**config.mk**
```make
export PLATFORM = sky130hd
export DESIGN_NAME = if_fetch_unit_flat
export DESIGN_NICKNAME = d
export VERILOG_FILES = /design/src/rtl/if_fetch_unit_if.sv /design/src/rtl/if_fetch_unit.sv /design/src/flat_wrapper.sv
export SDC_FILE = /design/constraint.sdc
export NUM_CORES = 1
export LEC_CHECK = 0
export ABC_CLOCK_PERIOD_IN_PS = 3300
export CORE_ASPECT_RATIO = 0.9
export CORE_MARGIN = 4
export CORE_UTILIZATION = 27
export CTS_BUF_LIST = sky130_fd_sc_hd__clkbuf_8
export DETAILED_ROUTE_END_ITERATION = 16
export SLEW_MARGIN = 20
export SYNTH_ARGS = -nofsm -noshare
export SYNTH_HDL_FRONTEND = slang
export SYNTH_SLANG_ARGS = --single-unit
```
**constraint.sdc**
```tcl
create_clock -name clk -period 3.3 [get_ports clk]
set_clock_uncertainty 0.1 [all_clocks]
set_input_delay 0.66 -clock clk [delete_from_list [all_inputs] [get_ports clk]]
set_output_delay 0.66 -clock clk [all_outputs]
set_load 0.1 [all_outputs]
```
**src/rtl/if_fetch_unit_if.sv**
```systemverilog
// Instruction-memory fetch bus: one word per req/ack.
// Master drives req/addr, slave returns ack/rdata.
interface if_fetch_unit_if;
  logic        imem_req;
  logic [31:0] imem_addr;
  logic        imem_ack;
  logic [31:0] imem_rdata;

  modport master (
    output imem_req,
    output imem_addr,
    input  imem_ack,
    input  imem_rdata
  );

  modport slave (
    input  imem_req,
    input  imem_addr,
    output imem_ack,
    output imem_rdata
  );
endinterface

```
**src/rtl/if_fetch_unit.sv**
```systemverilog
// Fetch stage: owns the PC, fetches one word at a time,
// holds it in IR until retire, then forms the next PC.
module if_fetch_unit #(
  parameter logic [31:0] RESET_PC = 32'h0000_3000,
  parameter logic [31:0] NOP_WORD = 32'h0000_0000
) (
  input  logic        clk,
  input  logic        rst,
  if_fetch_unit_if.master imem,
  output logic        instr_valid,
  output logic [31:0] instr,
  output logic [5:0]  INSTop,
  output logic [5:0]  funct,
  output logic [31:0] pc,
  output logic [31:0] pc_plus4,
  input  logic [1:0]  AddrSrc,
  input  logic        branch_taken,
  input  logic [31:0] reg_target,
  input  logic        retire,
  output logic        misalign_err,
  output logic [31:0] fetch_count
);

  typedef enum logic {
    S_FETCH,
    S_ISSUE
  } state_t;

  state_t      state;
  logic        req;
  logic [31:0] next_pc;
  logic [31:0] br_off;

  assign imem.imem_req  = req;
  assign imem.imem_addr = pc;

  assign pc_plus4 = pc + 32'd4;
  assign br_off   = {{14{instr[15]}}, instr[15:0], 2'b00};
  assign INSTop   = instr_valid ? instr[31:26] : 6'd0;
  assign funct    = instr_valid ? instr[5:0] : 6'd0;

  // Next-PC selection from CTRL's AddrSrc at retire time.
  always_comb begin
    next_pc = pc_plus4;
    unique case (AddrSrc)
      2'b00: next_pc = pc_plus4;
      2'b01: next_pc = branch_taken ? pc_plus4 + br_off
                                    : pc_plus4;
      2'b10: next_pc = {pc_plus4[31:28], instr[25:0], 2'b00};
      2'b11: next_pc = {reg_target[31:2], 2'b00};
    endcase
  end

  // Fetch/issue sequencer; req is registered so it drops
  // the cycle after reset and rises the cycle after retire.
  always_ff @(posedge clk) begin
    if (rst) begin
      state        <= S_FETCH;
      pc           <= RESET_PC;
      instr        <= NOP_WORD;
      instr_valid  <= 1'b0;
      req          <= 1'b0;
      misalign_err <= 1'b0;
      fetch_count  <= 32'd0;
    end else begin
      unique case (state)
        S_FETCH: begin
          if (!req) begin
            req <= 1'b1;
          end else if (imem.imem_ack) begin
            instr       <= imem.imem_rdata;
            instr_valid <= 1'b1;
            fetch_count <= fetch_count + 32'd1;
            req         <= 1'b0;
            state       <= S_ISSUE;
          end
        end
        S_ISSUE: begin
          if (retire) begin
            pc          <= next_pc;
            instr       <= NOP_WORD;
            instr_valid <= 1'b0;
            req         <= 1'b1;
            state       <= S_FETCH;
            if (AddrSrc == 2'b11 && reg_target[1:0] != 2'b00)
              misalign_err <= 1'b1;
          end
        end
      endcase
    end
  end

endmodule

```
**src/flat_wrapper.sv**
```systemverilog
// flat-port wrapper written by rule: the top's interface ports become plain ports
module if_fetch_unit_flat 
#(
  parameter logic [31:0] RESET_PC = 32'h0000_3000,
  parameter logic [31:0] NOP_WORD = 32'h0000_0000
)
  (clk, rst, instr_valid, instr, INSTop, funct, pc, pc_plus4, AddrSrc, branch_taken, reg_target, retire, misalign_err, fetch_count, imem_imem_req, imem_imem_addr, imem_imem_ack, imem_imem_rdata);
  if_fetch_unit_if imem_i ();
  input  logic clk;
  input  logic rst;
  output logic instr_valid;
  output logic [31:0] instr;
  output logic [5:0] INSTop;
  output logic [5:0] funct;
  output logic [31:0] pc;
  output logic [31:0] pc_plus4;
  input  logic [1:0] AddrSrc;
  input  logic branch_taken;
  input  logic [31:0] reg_target;
  input  logic retire;
  output logic misalign_err;
  output logic [31:0] fetch_count;
  output wire logic [$bits(imem_i.imem_req)-1:0] imem_imem_req;
  output wire logic [$bits(imem_i.imem_addr)-1:0] imem_imem_addr;
  input wire logic [$bits(imem_i.imem_ack)-1:0] imem_imem_ack;
  input wire logic [$bits(imem_i.imem_rdata)-1:0] imem_imem_rdata;
  assign imem_imem_req = imem_i.imem_req;
  assign imem_imem_addr = imem_i.imem_addr;
  assign imem_i.imem_ack = imem_imem_ack;
  assign imem_i.imem_rdata = imem_imem_rdata;
  if_fetch_unit #(.RESET_PC(RESET_PC), .NOP_WORD(NOP_WORD)) u_core (.clk(clk), .rst(rst), .imem(imem_i), .instr_valid(instr_valid), .instr(instr), .INSTop(INSTop), .funct(funct), .pc(pc), .pc_plus4(pc_plus4), .AddrSrc(AddrSrc), .branch_taken(branch_taken), .reg_target(reg_target), .retire(retire), .misalign_err(misalign_err), .fetch_count(fetch_count));
endmodule
```
After elaboration in Yosys (flattened, before gate mapping)
Cells that the tools add are included.

Bitwise operators: 1. Reduce and logical (&&, ||, !) cells: 7. Multiplexer cells: 20. Div/mod/pow operators: 0. Multiply operators: 0. $lt $le $gt $ge: 0. Add/sub/neg operators: 3. Equal/unequal tests: 6. Shifts and indexed selects: 0.

Operator list (count): 32-bit 2-to-1 mux (4); 32-bit one-hot mux with 4 select lines (1); 32-bit one-hot mux with 2 select lines (1); 32-bit by 1-bit adder with 32-bit output (second input constant) (1); 32-bit by 3-bit adder with 32-bit output (second input constant) (1); 32-bit adder (1); 6-bit 2-to-1 mux (2); 1-bit 2-to-1 mux (9); 3-bit AND reduction (3); 1-bit one-hot mux with 2 select lines (3); 2-bit equality test (second input constant) (2); 2-bit != test (second input constant) (2); 2-bit by 1-bit equality test with 1-bit output (second input constant) (1); 2-bit zero test (1); 2-bit by 1-bit != test with 1-bit output (second input constant) (1); 2-bit AND reduction (1); 2-bit nonzero test (1); 1-bit logical AND (1); 1-bit inverter (1).

Bits of input ports: 71. Latch bits: 0. Register bits: 100. Word-level logic and storage cells: 44. RAM bits: 0. Memories kept: 0. Output and inout bits: 175. Bits in read-only memories: 0.

Longest topological paths before layout
Gate-level depths: netlist of run 1.

Word-level depth: 4. Gate-level depth with buffers: 18. Gate-level depth less buffers: 17.

Worst setup path after synthesis of run 1
OpenSTA, ideal clock, no wires.

Kind: register -> register. Start: register u_core.pc[2] (netlist: u_core.imem.imem_addr[2]). End: register u_core.pc[28] (netlist: u_core.imem.imem_addr[28]). Required time: 3.070 ns. Buffers on the path: 0. Slack: -2.868 ns. Arrival: 5.938 ns. Clock period less this slack: 6.168 ns. Cell stages (with the launch flop): 16. Library setup time: 0.130 ns. Cells stage by stage: dfxtp_1 ha_1 and3_1 nand3_1 nor2_1 nand4_1 xnor2_1 ha_1 a21o_1 a21oi_1 o22ai_1 a31oi_1 o21ai_1 a311oi_1 mux2i_1 o31ai_1.

Word-level cells in the longest chain between the ends: 4.

Ends and longest elaborated chain: start, declared (line if_fetch_unit.sv:14) `output logic [31:0] pc,`; start signal, assigned (line if_fetch_unit.sv:80) `pc <= next_pc;`; 32-bit by 3-bit adder with 32-bit output (line if_fetch_unit.sv:37) `assign pc_plus4 = pc + 32'd4;`; via pc_plus4[12] (line flat_wrapper.sv:16) `output logic [31:0] pc_plus4;`; 32-bit adder (line if_fetch_unit.sv:47) `2'b01: next_pc = branch_taken ? pc_plus4 + br_off`; 32-bit 2-to-1 mux (line if_fetch_unit.sv:47); 32-bit one-hot mux with 4 select lines (line if_fetch_unit.sv:45) `unique case (AddrSrc)`.

The timed path passes the listed nets, and every way through them passes these cells. A chain may end at the register's enable or synchronous reset.

Worst setup path in the final report of run 1
Start: register u_core.pc[12] (netlist: u_core.imem.imem_addr[12]). End: register u_core.pc[31] (netlist: u_core.imem.imem_addr[31]).

Word-level cells in the longest chain between the ends: 4.

Ends and longest elaborated chain (line): 32-bit by 3-bit adder with 32-bit output (*) (if_fetch_unit.sv:37); 32-bit adder (if_fetch_unit.sv:47); 32-bit 2-to-1 mux (if_fetch_unit.sv:47); 32-bit one-hot mux with 4 select lines (*) (if_fetch_unit.sv:45).

Mark *: on every way between the ends. The rest lies on a longest branch, timed or not.

==> out/metrics.csv, run 1 <==
stage,metric,value,unit
status,outcome,"finished, violations left",
status,violations,negative setup slack,
timing,rsz0062_at_grt,yes,
route,num_vias,7960,
setup_path,rr_startpoint,u_core.imem.imem_addr[12],
global_routing,grt.met1_usage,26.7,%
logic_synthesis,netlist_instances,905,
final_layout,regArea,2030,µm²
global_routing,met3_usage,5.01,%
floorplanning,start_util,27.7,%
route,ant_nets,0,
setup_path,worstSetupStartpointType,register,
power_and_ir_drop,p_clk_share,25.8,%
setup_path,reg2reg_to,u_core.imem.imem_addr[31],
place,io_buffer_count,239,
power_and_ir_drop,p_leak,5.41,nW
final_layout,n_fill_cell,2464,
clock_network,tritoncts,built,
logic_synthesis,synth_edf_count,0,
floorplanning,ioPinCount,246,
final_layout,mostFrequentLayoutCell,buf_4,
power_and_ir_drop,p_int,1.93,mW
clock_network,cts_root_buffer,clkbuf_8,
setup_path,cp-end-kind,register,
setup_path,startpoint,u_core.imem.imem_addr[12],
power_and_ir_drop,switching_power,1.44,mW
min_path,whs_endpoint,u_core.misalign_err,
floorplanning,die-area,28800,µm²
timing,setup_viol,14,
floorplanning,rows,55,
global_routing,grt_pass1_wl,44.8,mm
setup_path,crit_fanout,4,
final_layout,finalNetCount,1364,
logic_synthesis,avgSynthCellArea,7.79,µm²
timing,final-hold-violation-count,0,
global_routing,busiest_layer,met2,
global_routing,met2_usage,31.3,%
place,dpl_cell_area,11200,µm²
global_routing,grt_start_max_net_pins,38,
power_and_ir_drop,p_seq_share,37.5,%
route,wire_per_inst,18.3,µm
power_and_ir_drop,switching_share,42.7,%
route,viasPerCell,4.97,
logic_synthesis,synth_top_area_share,27.8,%
timing,fin_crit_sh,105,%
power_and_ir_drop,combPwrFrac,36.7,%
timing,fmax,0.289,GHz
global_routing,grt_pass1_vias,7905,
logic_synthesis,async_flop_share,0,%
floorplanning,core,25500,µm²
timing,report.final.slew_viol_count,0,
flow_run,max_cap_viol_count,0,
setup_path,r2r_slack,-0.16,ns
setup_path,required,3.49,ns
route,drc,0,
clock_network,clkSlewWorstSetupHoldPaths,0.14,ns
final_layout,fin_area,12200,µm²
timing,worst_pin_slew,0.784,ns
global_routing,grtUsageTotal,19.6,%
final_layout,syn2layout_area_growth,72.5,%
min_path,hp-start,u_core.misalign_err,
min_path,hold_class,register to register,
clock_network,hold_buffers,0,
logic_synthesis,ys_types,70,
route,drtIter0Drc,468,
route,routed_wirelength,29.3,mm
timing,slew_headroom,47.6,%
power_and_ir_drop,ir_drop,0.202,mV
final_layout,diodes,0,
logic_synthesis,synthFlopType,dfxtp_1,
power_and_ir_drop,power_density,277,nW/µm²
global_routing,antenna_found_initial,1,
clock_network,clk_latency,0.40,ns
clock_network,cts_max_level,3,
global_routing,grt_overflow,0,
timing,finalWorstPathRequiredPeriod,3.46,ns
setup_path,crit_type,register to register,
place,hpwl,21.8,mm
clock_network,cts_sinks,98,
logic_synthesis,yosys_warnings,0,
timing,setup_ws,-0.162,ns
final_layout,multi_input_area,5710,µm²
setup_path,reg2regPathDepth,16,
final_layout,drive_gt1_share,43.4,%
logic_synthesis,ys_seq_area_share,27.8,%
logic_synthesis,ys_ff_latch,98,
logic_synthesis,ys_top_cells_by_area,"dfxtp_1 28%, ha_1 6.4%, a21oi_1 6.0%",
place,gp_congestion,0.859,
logic_synthesis,synthesis.area,7050,µm²
min_path,hold_depth,2,
setup_path,cp.arrival,3.65,ns
logic_synthesis,yosysTopAreaCell,dfxtp_1,
floorplanning,die_w,178,µm
clock_network,clockBufferDepth,2,
final_layout,layout_common_cells,"301 x buf_4, 88 x nand2_1, 85 x nor2_1",
clock_network,numCtsBuffers,9,
timing,fin_tns_setup,-0.770,ns
route,first_pass_iters,5,
floorplanning,die_height,161,µm
[metrics by stage]
step,utilization [%],setup slack [ns],hold slack (ns),total power [mW],instances
finish,47.8,-0.162,0.394,3.37,1603
global route,47.8,-0.329,0.417,3.51,1603
CTS,46.6,-0.0975,0.396,3.39,1594
detailed placement,43.9,-0.436,0.370,2.48,1559
global placement,43.9,-0.384,0.360,2.47,1559
floorplan,-,-1.02,0.398,2.09,910
[logic make-up (layout without fill, tap and decap cells)]
kind of cell             count (synthesis)  count (layout)  synth area share, %
XOR/XNOR                                79              79                 9.92
AO/OA/AOI/OAI                          204             204                 18.9
flip-flops                              98              98                 27.8
multiplexers                            27              27                 4.31
buffers and inverters                   98             449                 7.13
other                                    1               6               0.0532
AND/OR/NAND/NOR                        361             361                 25.2
adder cells (fa/ha/maj)                 37              37                 6.67
[power groups by stage]
stage / logic [mW] / registers [mW] / clock network [mW]
after CTS: 1.22 / 1.26 / 0.909
after detailed placement: 1.19 / 1.29 / 0
final: 1.24 / 1.26 / 0.870
after global placement: 1.19 / 1.29 / 0
after global routing: 1.30 / 1.27 / 0.947
after floorplan: 0.550 / 1.54 / 0
[registers in the layout (all words and copies together) (netlist names)]
| register | cells |
|---|---|
| u_core.fetch_count | 32 |
| u_core.imem.imem_addr | 30 |
| u_core.imem.imem_req | 1 |
| u_core.instr | 32 |
| u_core.instr_valid | 1 |
| u_core.misalign_err | 1 |
| u_core.state | 1 |
[critical path: stages (launching register included)]
cell,delay (ns)
dfxtp_4,0.36
and4_4,0.23
and4_4,0.25
nand4_4,0.15
nor2_4,0.16
nand3_2,0.14
xnor2_4,0.18
ha_1,0.30
nand2_1,0.09
nor2_2,0.17
nand2_2,0.11
o41ai_4,0.41
nor3_4,0.11
a311o_1,0.28
o211ai_1,0.10
xnor2_1,0.14
o22ai_1,0.09
[routing by layer]
metal | part of all wire, % | up-vias
met5 | 0.044 | -
met4 | 1.3 | 2
met3 | 7.8 | 34
met1 | 45 | 3737
met2 | 46 | 296
li1 | - | 3891
[cells in the mapped netlist, drive strengths merged, types with 20 or more instances]
master / number
nor2: 99
dfxtp: 98
ha: 36
o21ai: 24
nor3: 27
mux2: 24
xor2: 44
nand2: 98
xnor2: 35
clkbuf: 38
nand4: 20
buf: 46
nand3: 58
a21oi: 85
[what timing repair did]
item / in CTS / in global routing
pin swaps: 42 / 42
resized for setup: 63 / 48
setup buffers: 20 / 10
endpoints found under the setup margin: 23 / 24
endpoints found under the hold margin: 0 / 0
[worst max path at each step]
stage                                      endpoint  depth (start not counted)
after floorplan           u_core.imem.imem_addr[28]                         14
after global placement    u_core.imem.imem_addr[31]                         17
after detailed placement  u_core.imem.imem_addr[31]                         17
after CTS                 u_core.imem.imem_addr[29]                         18
after global routing      u_core.imem.imem_addr[31]                         16
final                     u_core.imem.imem_addr[31]                         16
[final cells by class]
cell class                 instances  share of cell area (%)
clock inverter                     7                   0.627
clock buffer                       9                    1.02
tap                              342                    3.52
timing repair buffer             419                    30.8
inverter                          14                   0.432
sequential                        98                    16.7
multi-input combinational        714                    47.0
Power figures use the tool's default switching activity.
==> run 2, diff against run 1 <==
GPL_ROUTABILITY_DRIVEN = 0   (was unset)
==> results of run 2 <==
No change in the layout: final DEF, timing and power equal those of run 1.
==> run 3, diff against run 2 <==
CTS_CLUSTER_DIAMETER = 100   (was unset)
==> results of run 3 <==
No change in the layout: final DEF, timing and power equal those of run 1.
